[config.mk]
export PLATFORM = sky130hd
export DESIGN_NAME = snappy_job_scheduler
export DESIGN_NICKNAME = d
export VERILOG_FILES = /design/src/rtl/snappy_job_scheduler.sv
export SDC_FILE = /design/constraint.sdc
export NUM_CORES = 1
export LEC_CHECK = 0
export ABC_AREA = 1
export ABC_CLOCK_PERIOD_IN_PS = 15700
export BUFFER_PORTS_ARGS = -buffer_cell sky130_fd_sc_hd__buf_2
export CAP_MARGIN = 20
export CORE_MARGIN = 2
export CORE_UTILIZATION = 47
export DETAILED_ROUTE_END_ITERATION = 8
export PLACE_DENSITY = 0.66
export SKIP_LAST_GASP = 1
export SYNTH_ARGS = -nofsm -noshare
export SYNTH_HDL_FRONTEND = slang
export SYNTH_SLANG_ARGS = --single-unit
[constraint.sdc]
create_clock -name clk -period 15.7 [get_ports clk]
set_input_delay 0.785 -clock clk [delete_from_list [all_inputs] [get_ports clk]]
set_output_delay 0.785 -clock clk [all_outputs]
set_load 0.005 [all_outputs]
[src/rtl/snappy_job_scheduler.sv]
// Descriptor FIFO plus one-job-at-a-time sequencer for the Snappy decompressor engine.
// Optional watchdog/abort path is built when SNAPPY_JOB_TIMEOUT_EN is defined.
module snappy_job_scheduler #(
  parameter int ADDR_W      = 64,
  parameter int LEN_W       = 32,
  parameter int DEPTH       = 4,
  parameter int TIMEOUT_CYC = 1048576
) (
  input  logic                       clk,
  input  logic                       rst_n,
  input  logic                       job_valid,
  output logic                       job_ready,
  input  logic [ADDR_W-1:0]          job_src_addr,
  input  logic [ADDR_W-1:0]          job_des_addr,
  input  logic [LEN_W-1:0]           job_clen,
  input  logic [LEN_W-1:0]           job_dlen,
  input  logic [7:0]                 job_tag,
  input  logic                       eng_ready,
  input  logic                       eng_done,
  output logic                       eng_start,
  output logic [ADDR_W-1:0]          eng_src_addr,
  output logic [ADDR_W-1:0]          eng_des_addr,
  output logic [LEN_W-1:0]           eng_clen,
  output logic [LEN_W-1:0]           eng_dlen,
  output logic                       eng_soft_rst_n,
  output logic                       cmp_valid,
  input  logic                       cmp_ready,
  output logic [7:0]                 cmp_tag,
  output logic [1:0]                 cmp_status,
  output logic [31:0]                cmp_cycles,
  output logic [$clog2(DEPTH):0]     q_count,
  output logic                       busy
);

  localparam int AW = $clog2(DEPTH);
  localparam int CW = AW + 1;
  localparam int DW = 2 * ADDR_W + 2 * LEN_W + 8;

  if (DEPTH < 2 || (DEPTH & (DEPTH - 1)) != 0 || TIMEOUT_CYC < 1) begin : g_param_check
    $error("snappy_job_scheduler: DEPTH must be a power of 2 >= 2 and TIMEOUT_CYC >= 1");
  end

`ifdef SNAPPY_JOB_TIMEOUT_EN
  typedef enum logic [2:0] {S_IDLE, S_LAUNCH, S_RUN, S_REPORT, S_ABORT} state_t;
`else
  typedef enum logic [1:0] {S_IDLE, S_LAUNCH, S_RUN, S_REPORT} state_t;
`endif

  function automatic logic [31:0] sat_inc(input logic [31:0] v);
    return (v == 32'hFFFF_FFFF) ? v : v + 32'd1;
  endfunction

  state_t              r_state, w_state_nxt;
  logic [DW-1:0]       r_mem [DEPTH];
  logic [AW-1:0]       r_wr, r_rd;
  logic [CW-1:0]       r_count;
  logic [ADDR_W-1:0]   r_eng_src, r_eng_des;
  logic [LEN_W-1:0]    r_eng_clen, r_eng_dlen;
  logic [7:0]          r_tag_cur, r_cmp_tag;
  logic [1:0]          r_cmp_status;
  logic [31:0]         r_cyc, r_cmp_cycles;
  logic [31:0]         w_cyc_inc;
  logic                w_push, w_pop;
  logic [DW-1:0]       w_din, w_head;

  assign w_din     = {job_src_addr, job_des_addr, job_clen, job_dlen, job_tag};
  assign w_head    = r_mem[r_rd];
  assign job_ready = (r_count != CW'(DEPTH));
  assign w_push    = job_valid && job_ready;
  assign w_pop     = (r_state == S_IDLE) && (r_count != '0) && eng_ready;
  assign w_cyc_inc = sat_inc(r_cyc);

`ifdef SNAPPY_JOB_TIMEOUT_EN
  localparam logic [31:0] TO_LIM = 32'(TIMEOUT_CYC);
  logic [1:0] r_ab;
  logic       w_timeout;
  // Done beats the watchdog when both land on the same cycle.
  assign w_timeout      = (w_cyc_inc == TO_LIM) && !eng_done;
  assign eng_soft_rst_n = (r_state != S_ABORT);
`else
  assign eng_soft_rst_n = 1'b1;
`endif

  // Descriptor storage is plain RAM; only pointers and occupancy see reset.
  always_ff @(posedge clk) begin
    if (w_push) r_mem[r_wr] <= w_din;
  end

  always_ff @(posedge clk) begin
    if (!rst_n) begin
      r_wr    <= '0;
      r_rd    <= '0;
      r_count <= '0;
    end else begin
      if (w_push) r_wr <= r_wr + 1'b1;
      if (w_pop)  r_rd <= r_rd + 1'b1;
      r_count <= r_count + CW'(w_push) - CW'(w_pop);
    end
  end

  always_ff @(posedge clk) begin
    if (!rst_n) r_state <= S_IDLE;
    else        r_state <= w_state_nxt;
  end

  always_comb begin
    w_state_nxt = r_state;
    case (r_state)
      S_IDLE:   if (w_pop) w_state_nxt = S_LAUNCH;
      S_LAUNCH: w_state_nxt = S_RUN;
      S_RUN: begin
        if (eng_done) w_state_nxt = S_REPORT;
`ifdef SNAPPY_JOB_TIMEOUT_EN
        else if (w_timeout) w_state_nxt = S_ABORT;
`endif
      end
`ifdef SNAPPY_JOB_TIMEOUT_EN
      S_ABORT:  if (r_ab == 2'd3) w_state_nxt = S_REPORT;
`endif
      S_REPORT: if (cmp_ready) w_state_nxt = S_IDLE;
      default:  w_state_nxt = S_IDLE;
    endcase
  end

  // Launch registers, cycle counter and completion record.
  always_ff @(posedge clk) begin
    if (!rst_n) begin
      r_eng_src    <= '0;
      r_eng_des    <= '0;
      r_eng_clen   <= '0;
      r_eng_dlen   <= '0;
      r_tag_cur    <= '0;
      r_cyc        <= '0;
      r_cmp_tag    <= '0;
      r_cmp_status <= '0;
      r_cmp_cycles <= '0;
`ifdef SNAPPY_JOB_TIMEOUT_EN
      r_ab         <= '0;
`endif
    end else begin
      if (w_pop) begin
        {r_eng_src, r_eng_des, r_eng_clen, r_eng_dlen, r_tag_cur} <= w_head;
      end
      case (r_state)
        S_LAUNCH: r_cyc <= '0;
        S_RUN: begin
          r_cyc <= w_cyc_inc;
          if (eng_done) begin
            r_cmp_tag    <= r_tag_cur;
            r_cmp_status <= 2'b00;
            r_cmp_cycles <= w_cyc_inc;
          end
`ifdef SNAPPY_JOB_TIMEOUT_EN
          else if (w_timeout) begin
            r_cmp_tag    <= r_tag_cur;
            r_cmp_status <= 2'b01;
            r_cmp_cycles <= TO_LIM;
            r_ab         <= '0;
          end
`endif
        end
`ifdef SNAPPY_JOB_TIMEOUT_EN
        S_ABORT: r_ab <= r_ab + 2'd1;
`endif
        default: ;
      endcase
    end
  end

  assign eng_start    = (r_state == S_LAUNCH);
  assign cmp_valid    = (r_state == S_REPORT);
  assign eng_src_addr = r_eng_src;
  assign eng_des_addr = r_eng_des;
  assign eng_clen     = r_eng_clen;
  assign eng_dlen     = r_eng_dlen;
  assign cmp_tag      = r_cmp_tag;
  assign cmp_status   = r_cmp_status;
  assign cmp_cycles   = r_cmp_cycles;
  assign q_count      = r_count;
  assign busy         = (r_state != S_IDLE) || (r_count != '0);

endmodule

# [After elaboration in Yosys (flattened, before gate mapping)]
# Memory sizes are Yosys's and may differ from the RTL's. A register that Yosys moved wholly into a read port is not among the register bits.
# Cells that the tools add are included.
[classes] eq_ne=8 n_mux=8 addsub=5 n_reduce_logical=11
[ops] cell="$pmux 32 s2" count=1
[ops] cell="$add 32x1->32 const B" count=1
[ops] cell="$eq 32x32->1 const B" count=1
[ops] cell="$mux 32" count=1
[ops] cell="$pmux 2 s4" count=1
[ops] cell="$mux 2" count=3
[ops] cell="$add 2x1->2 const B" count=2
[ops] cell="$eq 2x2->1 const B" count=2
[ops] cell="$ne 2x2->1 const B" count=2
[ops] cell="$reduce_bool 2->1" count=2
[ops] cell="$add 3x1->3" count=1
[ops] cell="$logic_and 1x1->1" count=3
[ops] cell="$ne 3x3->1 const B" count=1
[ops] cell="$reduce_and 3->1" count=1
[ops] cell="$reduce_bool 3->1" count=1
[ops] cell="$sub 3x1->3" count=1
[ops] cell="$eq 2x1->1 const B" count=1
[ops] cell="$logic_not 2->1" count=1
[ops] cell="$mux 1" count=2
[ops] cell="$ne 2x1->1 const B" count=1
[ops] cell="$reduce_and 2->1" count=1
[ops] cell="$logic_not 1->1" count=1
[ops] cell="$logic_or 1x1->1" count=1
[totals] out_inout_bits=242 n_memories=1 regBits=81 ramBits=800
[memory_table] memory="r_mem" words=4 word_bits=200 rd=1 rd_clocked_by_memory_dff=1 write_ports=1 line="54" text="logic [DW-1:0] r_mem [DEPTH];"

# [Depth between registers and ports, before layout]
# Gate-level depths: netlist of the first run.
[depth] depth_word=5 ltp_mapped=12 ltp_nobuf=10

# [Worst setup path after synthesis of the first run]
# Ideal clock, no wire load.
[synth_timing] path_kind="input-to-reg" start="input job_valid" end="memory r_mem[0][0] in the netlist's numbering, enable pin" cell_stages=2 t_arrival_ns=9.252 path_slack_ns=5.683 n_path_buf=0 setup_ns=0.764 cell_sequence="nand2_1 > nor2_1"
[synth_via] elab_chain_len=3
[synth_lines] item="from (decl)" line="11" text="input logic job_valid,"
[synth_lines] item="$logic_and 1x1->1" line="69" text="assign w_push = job_valid && job_ready;"
[synth_lines] item="$mux 1" line="86" text="if (w_push) r_mem[r_wr] <= w_din;"
[synth_lines] item="$mux 1 (implied by the code)" line="86"
[synth_lines] item="to (decl)" line="54"
# Every way passes these cells.

==> run summary, run 1 <==
Outcome - complete, no violations
Port buffer count - 444
Switching pwr - 2.36 mW
GR Util All Layers - 22.2%
Asr flop ratio synth - 0%
Vias - 27,119
WL final - 101 mm
Die ar. - 88,600 µm²
Share of cells above drive strength 1 - 18.3%
Core Region - 85,300 µm²
Leak - 17.5 nW
Peak supply drop - 0.000130 V
End of the worst register-to-register path - eng_des_addr[16]
Max Clock Freq - 0.220 GHz
Wire length of the first global-routing pass - 153 mm
Worst Reg-to-Reg Cells - 8
Hold path start - job_des_addr[21]
Worst reg2reg startpoint - r_rd[0]
CTS tree - done
Die height - 298 µm
Reg power frac - 46.8%
Cell Area, Synth - 40,500 µm²
Fin util - 55.6%
FP Rows - 107
Clock Skew - 0.0250 ns
Slew HR - 16.2%
Syn_area_per_cell - 11.7 µm²
Number of global-route vias before repair - 26,100
Post-CTS setup buffer count - 0
Compound-Gate Fraction of Synth Area - 11.8%
Fin. max-slew vios - 0
Via/cell ratio - 5.34
Synth Register Bits - 1,081
Post-synthesis mux area share - 0%
Initial Util - 47.5%
Nets - 4,044
Drt pass-1 iters - 5
Area fraction of the dominant cell type after synthesis - 59.3%
Die width - 298 µm
Worst-path clk slew - 0.06 ns
Post-synthesis adder-cell area fraction - 0.420%
Power Density - 167 nW/µm²
Post-CTS Hold Fix Bufs - 0
IO Pins - 448
RSZ-0062 raised after global routing - no
Top cells by count, synth - nor2_1, edfxtp_1, o21ai_0
CP Max Fanout - 140
Antenna-violating nets left - 0
Critical Path AT - 5.16 ns
RePlAce Congestion - 0.845
# setup viols final - 0
Gate power share - 20.3%
Register area share after synthesis - 73.1%
DRC - 0
Critical path class - reg -> reg
Post-DP HPWL - 55.7 mm
Max cap viols - 0
Final min period - 4.55 ns
Main combinational cell family by area after synthesis - compound AO/OA/AOI/OAI gates
Pre-CTS WS - 11.12 ns
Final worst path period share - 29.0%
Crit path launch type - flop
Kind of end point of the critical path - flop
Post-synth EDFFs - 800
Htree depth - 3
Top cells by area, synth - edfxtp_1, dfxtp_1, nor2_1
Antenna violations before repair - 30
Hold WC Path Type - in -> reg
Clk buf depth - 3
Pint - 5.54 mW
Synthesized instance count - 3,467
Clk root buf - clkbuf_16
Clk_lat worst skew - 0.68 ns
Layout area overhead - 16.9%
Clk pwr share - 32.9%
DP Area - 43,600 µm²
Final Hold Viols - 0
R2R setup slack - 11.15 ns
Commonest register cell after synthesis - edfxtp_1
Synthesis warning total - 0
TNS Setup - 0 ns
Netlist cell types - 31
DRT iter0 DRCs - 2,071
Resized cells post-CTS - 0
Sw Ratio - 29.8%
CTS buffer count - 108
Fillers - 7,177
XOR/XNOR Fraction of Synth Area - 0.130%
GRT Residual Overflow - 0
Hold EP - r_mem[2][93]
Worst Hold Path Cells - 1
Fin worst setup slack - 11.15 ns
Drt wl/cell - 19.8 µm
Clock Sinks - 1,081
Top-count cell post-synth - nor2_1
Pin count of the biggest net entering global routing - 219
Largest area contributor in the netlist - edfxtp_1
Simple-gate share of the synthesized area - 11.5%
Slew at the pin closest to its max-slew limit - 1.26 ns
Worst path required time - 16.31 ns
Post-Layout Inst Area - 47,400 µm²
-- sequential cells by signal, indices dropped and copies added (netlist names) --
| signal | flops |
|---|---|
| cmp_tag | 8 |
| r_tag_cur | 8 |
| cmp_cycles | 32 |
| eng_clen | 32 |
| eng_des_addr | 64 |
| r_state | 2 |
| eng_dlen | 32 |
| r_mem | 800 |
| q_count | 3 |
| r_cyc | 32 |
| r_wr | 2 |
| r_rd | 2 |
| eng_src_addr | 64 |
-- through the flow --
step           std cells  total power, mW  hold slack (ns)
6_report            5083             7.90            0.321
3_5_place_dp        4857             5.35            0.471
2_1_floorplan       3468             4.75            0.472
5_1_grt             5079             8.29            0.292
3_3_place_gp        4856             5.33            0.463
4_1_cts             5063             7.95            0.273
-- cells in the final DEF (no fill, tap or decap), types with 6 or more instances in the layout --
master / n
a21oi_1: 18
clkinv_2: 21
or2_2: 6
dfxtp_1: 279
inv_6: 6
nand3_2: 24
clkbuf_16: 111
nor2_4: 9
bufinv_16: 9
clkinv_1: 6
nand2_1: 175
ha_1: 12
edfxtp_1: 800
clkbuf_1: 29
buf_2: 443
o22ai_1: 200
nand3_1: 24
buf_12: 6
a21oi_2: 20
buf_4: 21
o21ai_0: 648
nor2_1: 931
clkbuf_8: 14
diode_2: 18
inv_1: 66
-- power groups by stage --
stage               clock network (mW)  registers (mW)  logic [mW]
finish                            2.60            3.70        1.60
global route                      2.76            3.74        1.80
CTS                               2.65            3.70        1.60
detailed placement                   0            3.75        1.60
global placement                     0            3.75        1.58
floorplan                            0            3.78       0.970
-- cell type report --
class | instances | area [µm²] | share of cell area (%)
tap | 1144 | 1430 | 3.02
sequential | 1081 | 29700 | 62.6
timing repair buffer | 473 | 2560 | 5.41
clock buffer | 154 | 3080 | 6.50
multi-input combinational | 2088 | 9740 | 20.6
clock inverter | 52 | 579 | 1.22
inverter | 73 | 292 | 0.615
antenna | 18 | 45.0 | 0.0951
-- worst max path at each step --
stage | start | to | depth (start not counted)
3_5_place_dp | r_rd[0] | eng_des_addr[16] | 8
5_1_grt | r_rd[0] | eng_des_addr[15] | 8
2_1_floorplan | job_valid | r_mem[0][0] | 2
4_1_cts | r_rd[0] | eng_des_addr[16] | 8
3_3_place_gp | r_rd[0] | eng_des_addr[17] | 8
6_report | r_rd[0] | eng_des_addr[16] | 8
-- metal layers --
layer  up-vias  GRT usage, %  wire, µm
li1      12961             -         -
met1     13176          28.5     42000
met2       789          37.6     49900
met3       173          3.76      5600
met4        20          8.86      3030
met5         -             0       129
-- cells by family (layout without fill, tap and decap cells) --
family,count (synthesis),after routing
AOI/OAI and AO/OA,890,890
xor gates and xnor gates,6,6
adders and majority gates,13,13
buffers and inverters,299,752
DFF,1081,1081
other,2,21
and+or+nand+nor,1176,1176
-- worst max-delay path, cell delays in order, from the launching register on --
cell	delay, ns
dfxtp_4	0.62
inv_8	0.61
buf_4	0.80
buf_4	0.82
buf_4	0.88
o21ai_0	0.19
o22ai_1	0.16
nor2_1	0.06
nor2_1	0.12
(Power assumes the default switching activity.)
==> inputs of run 2 (changes only) <==
--- a/config.mk
+++ b/config.mk
@@ -5,8 +5,8 @@
 export SDC_FILE = /design/constraint.sdc
 export NUM_CORES = 1
 export LEC_CHECK = 0
-export ABC_AREA = 1
-export ABC_CLOCK_PERIOD_IN_PS = 15700
+export ABC_AREA = 0
+export ABC_CLOCK_PERIOD_IN_PS = 4750
 export BUFFER_PORTS_ARGS = -buffer_cell sky130_fd_sc_hd__buf_2
 export CAP_MARGIN = 20
 export CORE_MARGIN = 2
==> constraint.sdc (replaced) <==
create_clock -name clk -period 4.75 [get_ports clk]
set_input_delay 0.2375 -clock clk [delete_from_list [all_inputs] [get_ports clk]]
set_output_delay 0.2375 -clock clk [all_outputs]
set_load 0.005 [all_outputs]
==> run 2 against run 1 <==
  * Clock skew decreased by 0.0088 ns
  * Utilization increased by 2.8 points
  * Sequential power increased to 3.3 times the previous value
  * Routed wire length decreased by 7.0%
  * First-iteration DRC count decreased by 31%
  * Hold slack got worse by 0.20 ns
  * Die area decreased by 1.7%
  * Register-to-register slack got worse by 9.4 ns
  * Synthesized cell count decreased by 30%
  * Combinational power increased to 3.4 times the previous value
  * Critical path type unchanged
  * Largest cell class unchanged
  * Largest power group unchanged
==> run summary, run 2 <==
Max Clock Freq - 0.334 GHz
GRT Residual Overflow - 0
CTS tree - done
Initial Util - 47.5%
Final Hold Viols - 0
Number of global-route vias before repair - 24,280
Post-Route M1 WL - 37.2 mm
Layout area overhead - 22.7%
Cell Chain, Critical Path - inv_1 -> ha_1 -> nand3_4 -> inv_6 -> ha_1 -> inv_1 -> ha_1 -> fa_1 -> xnor2_1 -> xnor2_1 -> nor2_1
Core Region - 83,800 µm²
Commonest non-fill, non-tap cell in the layout - edfxtp_1
# setup viols final - 0
Met2 WL - 47.7 mm
Drt pass-1 iters - 6
Worst reg2reg startpoint - r_state[0]
Largest area contributor in the netlist - edfxtp_1
Worst Reg-to-Reg Cells - 11
Die height - 295 µm
Leak - 16.9 nW
Top cells by count, synth - edfxtp_1, nand2_1, dfxtp_1
Htree depth - 3
Clk buf depth - 3
Fin. max-slew vios - 0
Crit path launch type - flop
Critical Path AT - 3.51 ns
Reg with most FFs - r_mem
Clk_lat worst skew - 0.67 ns
Power Density - 527 nW/µm²
Synthesis warning total - 0
Post-DP HPWL - 53.3 mm
Cell Area, Synth - 39,900 µm²
Top layer in use - met5
Crit path buf inv count - 3
Clock Skew - 0.0163 ns
Synthesized instance count - 2,441
Commonest non-fill, non-tap cells in the layout - edfxtp_1, nand2_1, buf_2
Clk pwr share - 32.1%
Resized cells post-CTS - 0
Gate power share - 20.9%
Worst-path clk slew - 0.06 ns
Slew HR - 31.5%
WL final - 93.7 mm
Syn_area_per_cell - 16.3 µm²
Number of cells on the critical path - 11
Vias - 23,454
Final hold slack - 0.119 ns
Area fraction of the dominant cell type after synthesis - 60.3%
Clock Sinks - 1,081
Outcome - complete, no violations
RePlAce Congestion - 0.826
Design Power - 25.8 mW
Via/cell ratio - 5.44
Nets - 3,296
TNS Setup - 0 ns
FP Rows - 106
Reg power frac - 47.1%
Worst path required time - 5.27 ns
Register area share after synthesis - 74.4%
R2R setup slack - 1.75 ns
DRT iter0 DRCs - 1,429
Synth Register Bits - 1,081
Fillers - 6,451
Antenna-violating nets left - 0
Die width - 295 µm
DRC - 0
GR Util All Layers - 21.4%
Pin count of the biggest net entering global routing - 126
Hold WC Path Type - in -> reg
Slowest CP cell - inv_6
Peak supply drop - 0.000404 V
Critical path class - reg -> reg
Sw Ratio - 27.8%
Final worst path period share - 63.1%
Netlist cell types - 58
Family with the most delay on the worst path - adder cells
Port buffer count - 444
IO Pins - 448
Switching pwr - 7.16 mW
Slew at the pin closest to its max-slew limit - 1.03 ns
Commonest register cell after synthesis - edfxtp_1
Max FFs per register - 800
CP dominant cell by count - ha_1
Pint - 18.6 mW
Antenna violations before repair - 14
Post-synth EDFFs - 800
Top-count cell post-synth - edfxtp_1
End of the worst register-to-register path - q_count[2]
Worst path max stage delay - 0.65 ns
Final min period - 3.00 ns
Clk root buf - clkbuf_16
Max cap viols - 0
Wire length of the first global-routing pass - 141 mm
CTS buffer count - 109
Drt wl/cell - 21.7 µm
Asr flop ratio synth - 0%
Met3 routed WL - 5.86 mm
Worst setup endpoint - q_count[2]
Kind of end point of the critical path - flop
Die ar. - 87,100 µm²
Top cells by area, synth - edfxtp_1, dfxtp_1, mux4_2
RSZ-0062 raised after global routing - no
CP Max Fanout - 85
Worst setup path startpoint - r_state[0]
Share of cells above drive strength 1 - 27.1%
-- run 2: cell types whose count changed after synthesis, sizes merged, moves of 198 or more --
cell	change
nor2	-909
o21ai	-613
nand2	+282
a21oi	+210
mux4	+200
o22ai	-198
-- run 2: cells by family (layout without fill, tap and decap cells) --
logic type,count (synthesis),count (layout),synth area share [%]
AO/OA/AOI/OAI,347,347,4.83
AND/OR/NAND/NOR,593,593,6.55
adder cells (fa/ha/maj),13,13,0.427
buffers and inverters,172,902,1.74
XOR/XNOR,30,30,0.659
multiplexers,203,203,11.4
flip-flops,1081,1081,74.4
other,2,10,0.0188
-- run 2: worst min path at each step --
stage                     start          endpoint  slack, ns  cells past startpoint
2_1_floorplan        job_tag[0]       r_mem[0][0]       0.34                      0
3_3_place_gp       eng_dlen[17]      eng_dlen[17]       0.44                      2
3_5_place_dp   eng_src_addr[13]  eng_src_addr[13]       0.44                      2
4_1_cts               cmp_ready        r_state[1]       0.06                      5
5_1_grt               eng_ready  eng_src_addr[27]       0.14                      4
6_report              cmp_ready        r_state[1]       0.12                      5
-- run 2: per-layer routing --
metal	global-route usage (%)	vias to the layer above
met5	0	-
met2	37.2	744
met1	26.3	11956
met3	4.38	174
li1	-	10564
met4	8.26	16
-- run 2: per-stage QoR --
stage	area (µm²)	util [%]	std cells	worst slack, ns
6_report	48900	58.3	4313	1.75
5_1_grt	48900	58.3	4313	1.49
3_5_place_dp	43300	51.7	3896	1.71
2_1_floorplan	39900	-	2442	1.23
3_3_place_gp	43300	51.7	3895	1.70
4_1_cts	48800	58.3	4304	1.67
-- run 2: area by class of cell --
class | instances | area [µm²] | area share, %
antenna | 7 | 17.5 | 0.0358
clock buffer | 155 | 3070 | 6.29
clock inverter | 51 | 398 | 0.814
inverter | 16 | 72.6 | 0.148
multi-input combinational | 1189 | 9550 | 19.5
sequential | 1081 | 29700 | 60.6
tap | 1134 | 1420 | 2.90
timing repair buffer | 680 | 4710 | 9.64
-- run 2: worst reg2reg max path: stages (launching register included) --
cell and delay, ns:
dfxtp_1 0.34, inv_1 0.12, ha_1 0.26, nand3_4 0.24, inv_6 0.65, ha_1 0.23
inv_1 0.04, ha_1 0.18, fa_1 0.38, xnor2_1 0.20, xnor2_1 0.14, nor2_1 0.06
-- run 2: timing repair --
action,CTS,global route
endpoints found under the hold margin,802,0
buffers inserted,0,0
hold buffers,202,0
-- run 2: power by group through the flow --
stage               Clock [mW]  Combinational, mW  Sequential [mW]
CTS                       8.42               5.48             12.1
global route              8.79               5.89             12.3
detailed placement           0               5.31             12.3
global placement             0               5.25             12.3
floorplan                    0               3.44             12.2
finish                    8.26               5.38             12.1
==> inputs of run 3 (changes only) <==
--- a/config.mk
+++ b/config.mk
@@ -5,8 +5,8 @@
 export SDC_FILE = /design/constraint.sdc
 export NUM_CORES = 1
 export LEC_CHECK = 0
-export ABC_AREA = 0
-export ABC_CLOCK_PERIOD_IN_PS = 4750
+export ABC_AREA = 1
+export ABC_CLOCK_PERIOD_IN_PS = 2900
 export BUFFER_PORTS_ARGS = -buffer_cell sky130_fd_sc_hd__buf_2
 export CAP_MARGIN = 20
 export CORE_MARGIN = 2
==> constraint.sdc (replaced) <==
create_clock -name clk -period 2.9 [get_ports clk]
set_input_delay 0.145 -clock clk [delete_from_list [all_inputs] [get_ports clk]]
set_output_delay 0.145 -clock clk [all_outputs]
set_load 0.005 [all_outputs]
==> run 3 against run 2 <==
  * Utilization is 0.10 points higher
  * Clock skew increased by 0.00062 ns
  * Cell area is 1.9% higher
  * Sequential cell count is the same
  * Hold slack better by 0.094 ns
  * Sequential power increased by 64%
  * Critical endpoint is now eng_des_addr[7]
  * Highest routed layer unchanged
==> run summary, run 3 (synthesis results as in run 1) <==
Outcome - complete, no violations
Critical path class - reg -> reg
Fin worst setup slack - 0.656 ns
Layout area overhead - 23.0%
Commonest non-fill, non-tap cell in the layout - nor2_1
Sequential cell area - 29,700 µm²
Clock Sinks - 1,081
CP Max Fanout - 179
Post-CTS Hold Fix Bufs - 205
Post-Layout Inst Area - 49,800 µm²
Slew HR - 36.6%
GR Util All Layers - 22.8%
RSZ-0062 raised after global routing - no
Pint - 30.1 mW
Clk buf depth - 3
Post-CTS setup buffer count - 0
Number of global-route vias before repair - 27,800
Die height - 298 µm
Kind of end point of the critical path - flop
Antenna violations before repair - 13
IO Pins - 448
Antenna-violating nets left - 0
Slew at the pin closest to its max-slew limit - 0.951 ns
RePlAce Congestion - 0.884
Worst path required time - 3.51 ns
Worst-path clk slew - 0.06 ns
FP Rows - 107
DP Area - 44,200 µm²
Htree depth - 3
Port buffer count - 444
Pre-CTS WS - 0.675 ns
Peak supply drop - 0.000696 V
Reg with most FFs - r_mem
Initial Util - 47.5%
Gate power share - 21.9%
Crit path launch type - flop
Final min period - 2.24 ns
CTS tree - done
Hold WC Path Type - in -> reg
Drt wl/cell - 19.4 µm
Switching pwr - 12.9 mW
Final worst path period share - 77.4%
Drt pass-1 iters - 9
Die ar. - 88,600 µm²
Resized cells post-CTS - 0
DRT iter0 DRCs - 1,927
Via/cell ratio - 5.30
Wire length of the first global-routing pass - 159 mm
Clk root buf - clkbuf_16
CTS buffer count - 107
Clk_lat worst skew - 0.68 ns
Max cap viols - 0
Multi-input logic area - 9770 µm²
Max FFs per register - 800
Critical Path AT - 2.85 ns
Share of cells above drive strength 1 - 17.9%
Clk pwr share - 32.0%
# setup viols final - 0
Power Density - 863 nW/µm²
Vias - 28,143
Fin. max-slew vios - 0
Pin count of the biggest net entering global routing - 180
DRC - 0
Final hold slack - 0.213 ns
Nets - 4,279
GRT Residual Overflow - 0
Clock Skew - 0.0169 ns
Leak - 18.5 nW
Die width - 298 µm
WL final - 103 mm
Fillers - 6,900
Post-DP HPWL - 57.2 mm
Max Clock Freq - 0.446 GHz
Core Region - 85,300 µm²
Commonest non-fill, non-tap cells in the layout - nor2_1, edfxtp_1, o21ai_0
Sw Ratio - 30.0%
Final Hold Viols - 0
Reg power frac - 46.2%
run 3: metrics by stage:
step                power (mW)  instances  TNS, ns  utilization (%)
global route              45.1       5308        0             58.4
finish                    43.0       5310        0             58.4
floorplan                 25.5       3468  -863.03                -
global placement          29.1       4890        0             51.9
CTS                       43.3       5298        0             58.4
detailed placement        29.3       4890        0             51.9
run 3: final timing paths:
check	startpoint	to	cells past startpoint	slack, ns
max	r_state[1]	eng_des_addr[7]	7	0.66
max reg2reg	r_state[1]	eng_des_addr[7]	7	0.66
min reg2reg	cmp_tag[4]	cmp_tag[4]	2	0.48
min	job_dlen[23]	r_mem[1][31]	2	0.21
run 3: layout make-up:
class                           count  share of cell area (%)
Antenna cell                       12                  0.0603
Clock buffer                      146                    5.95
Clock inverter                     57                    1.09
Inverter                           73                   0.590
Multi-Input combinational cell   2088                    19.6
Sequential cell                  1081                    59.5
Tap cell                         1144                    2.87
Timing Repair Buffer              709                    10.3
run 3: worst max-delay path, cell delays in order (launching register included):
cell     delay [ns]
dfxtp_1        0.34
inv_1          0.11
ha_1           0.24
nand3_4        0.15
inv_6          0.18
buf_12         0.59
o21ai_0        0.21
nor2_1         0.15
run 3: per-layer routing:
metal,global-route usage [%],vias to the layer above,share of wire (%),wire length (µm)
met4,8.07,4,2.5,2600
met2,39.7,853,50,51400
met5,0,-,0.026,27
li1,-,13436,-,-
met1,28.9,13707,42,42900
met3,3.82,143,5.8,6000
run 3: power groups by stage:
| stage | clock network (mW) | registers, mW | logic [mW] |
|---|---|---|---|
| final | 13.8 | 19.9 | 9.40 |
| after global routing | 14.7 | 20.0 | 10.4 |
| after CTS | 14.0 | 19.8 | 9.49 |
| after detailed placement | 0 | 20.1 | 9.20 |
| after global placement | 0 | 20.1 | 9.05 |
| after floorplan | 0 | 20.2 | 5.30 |
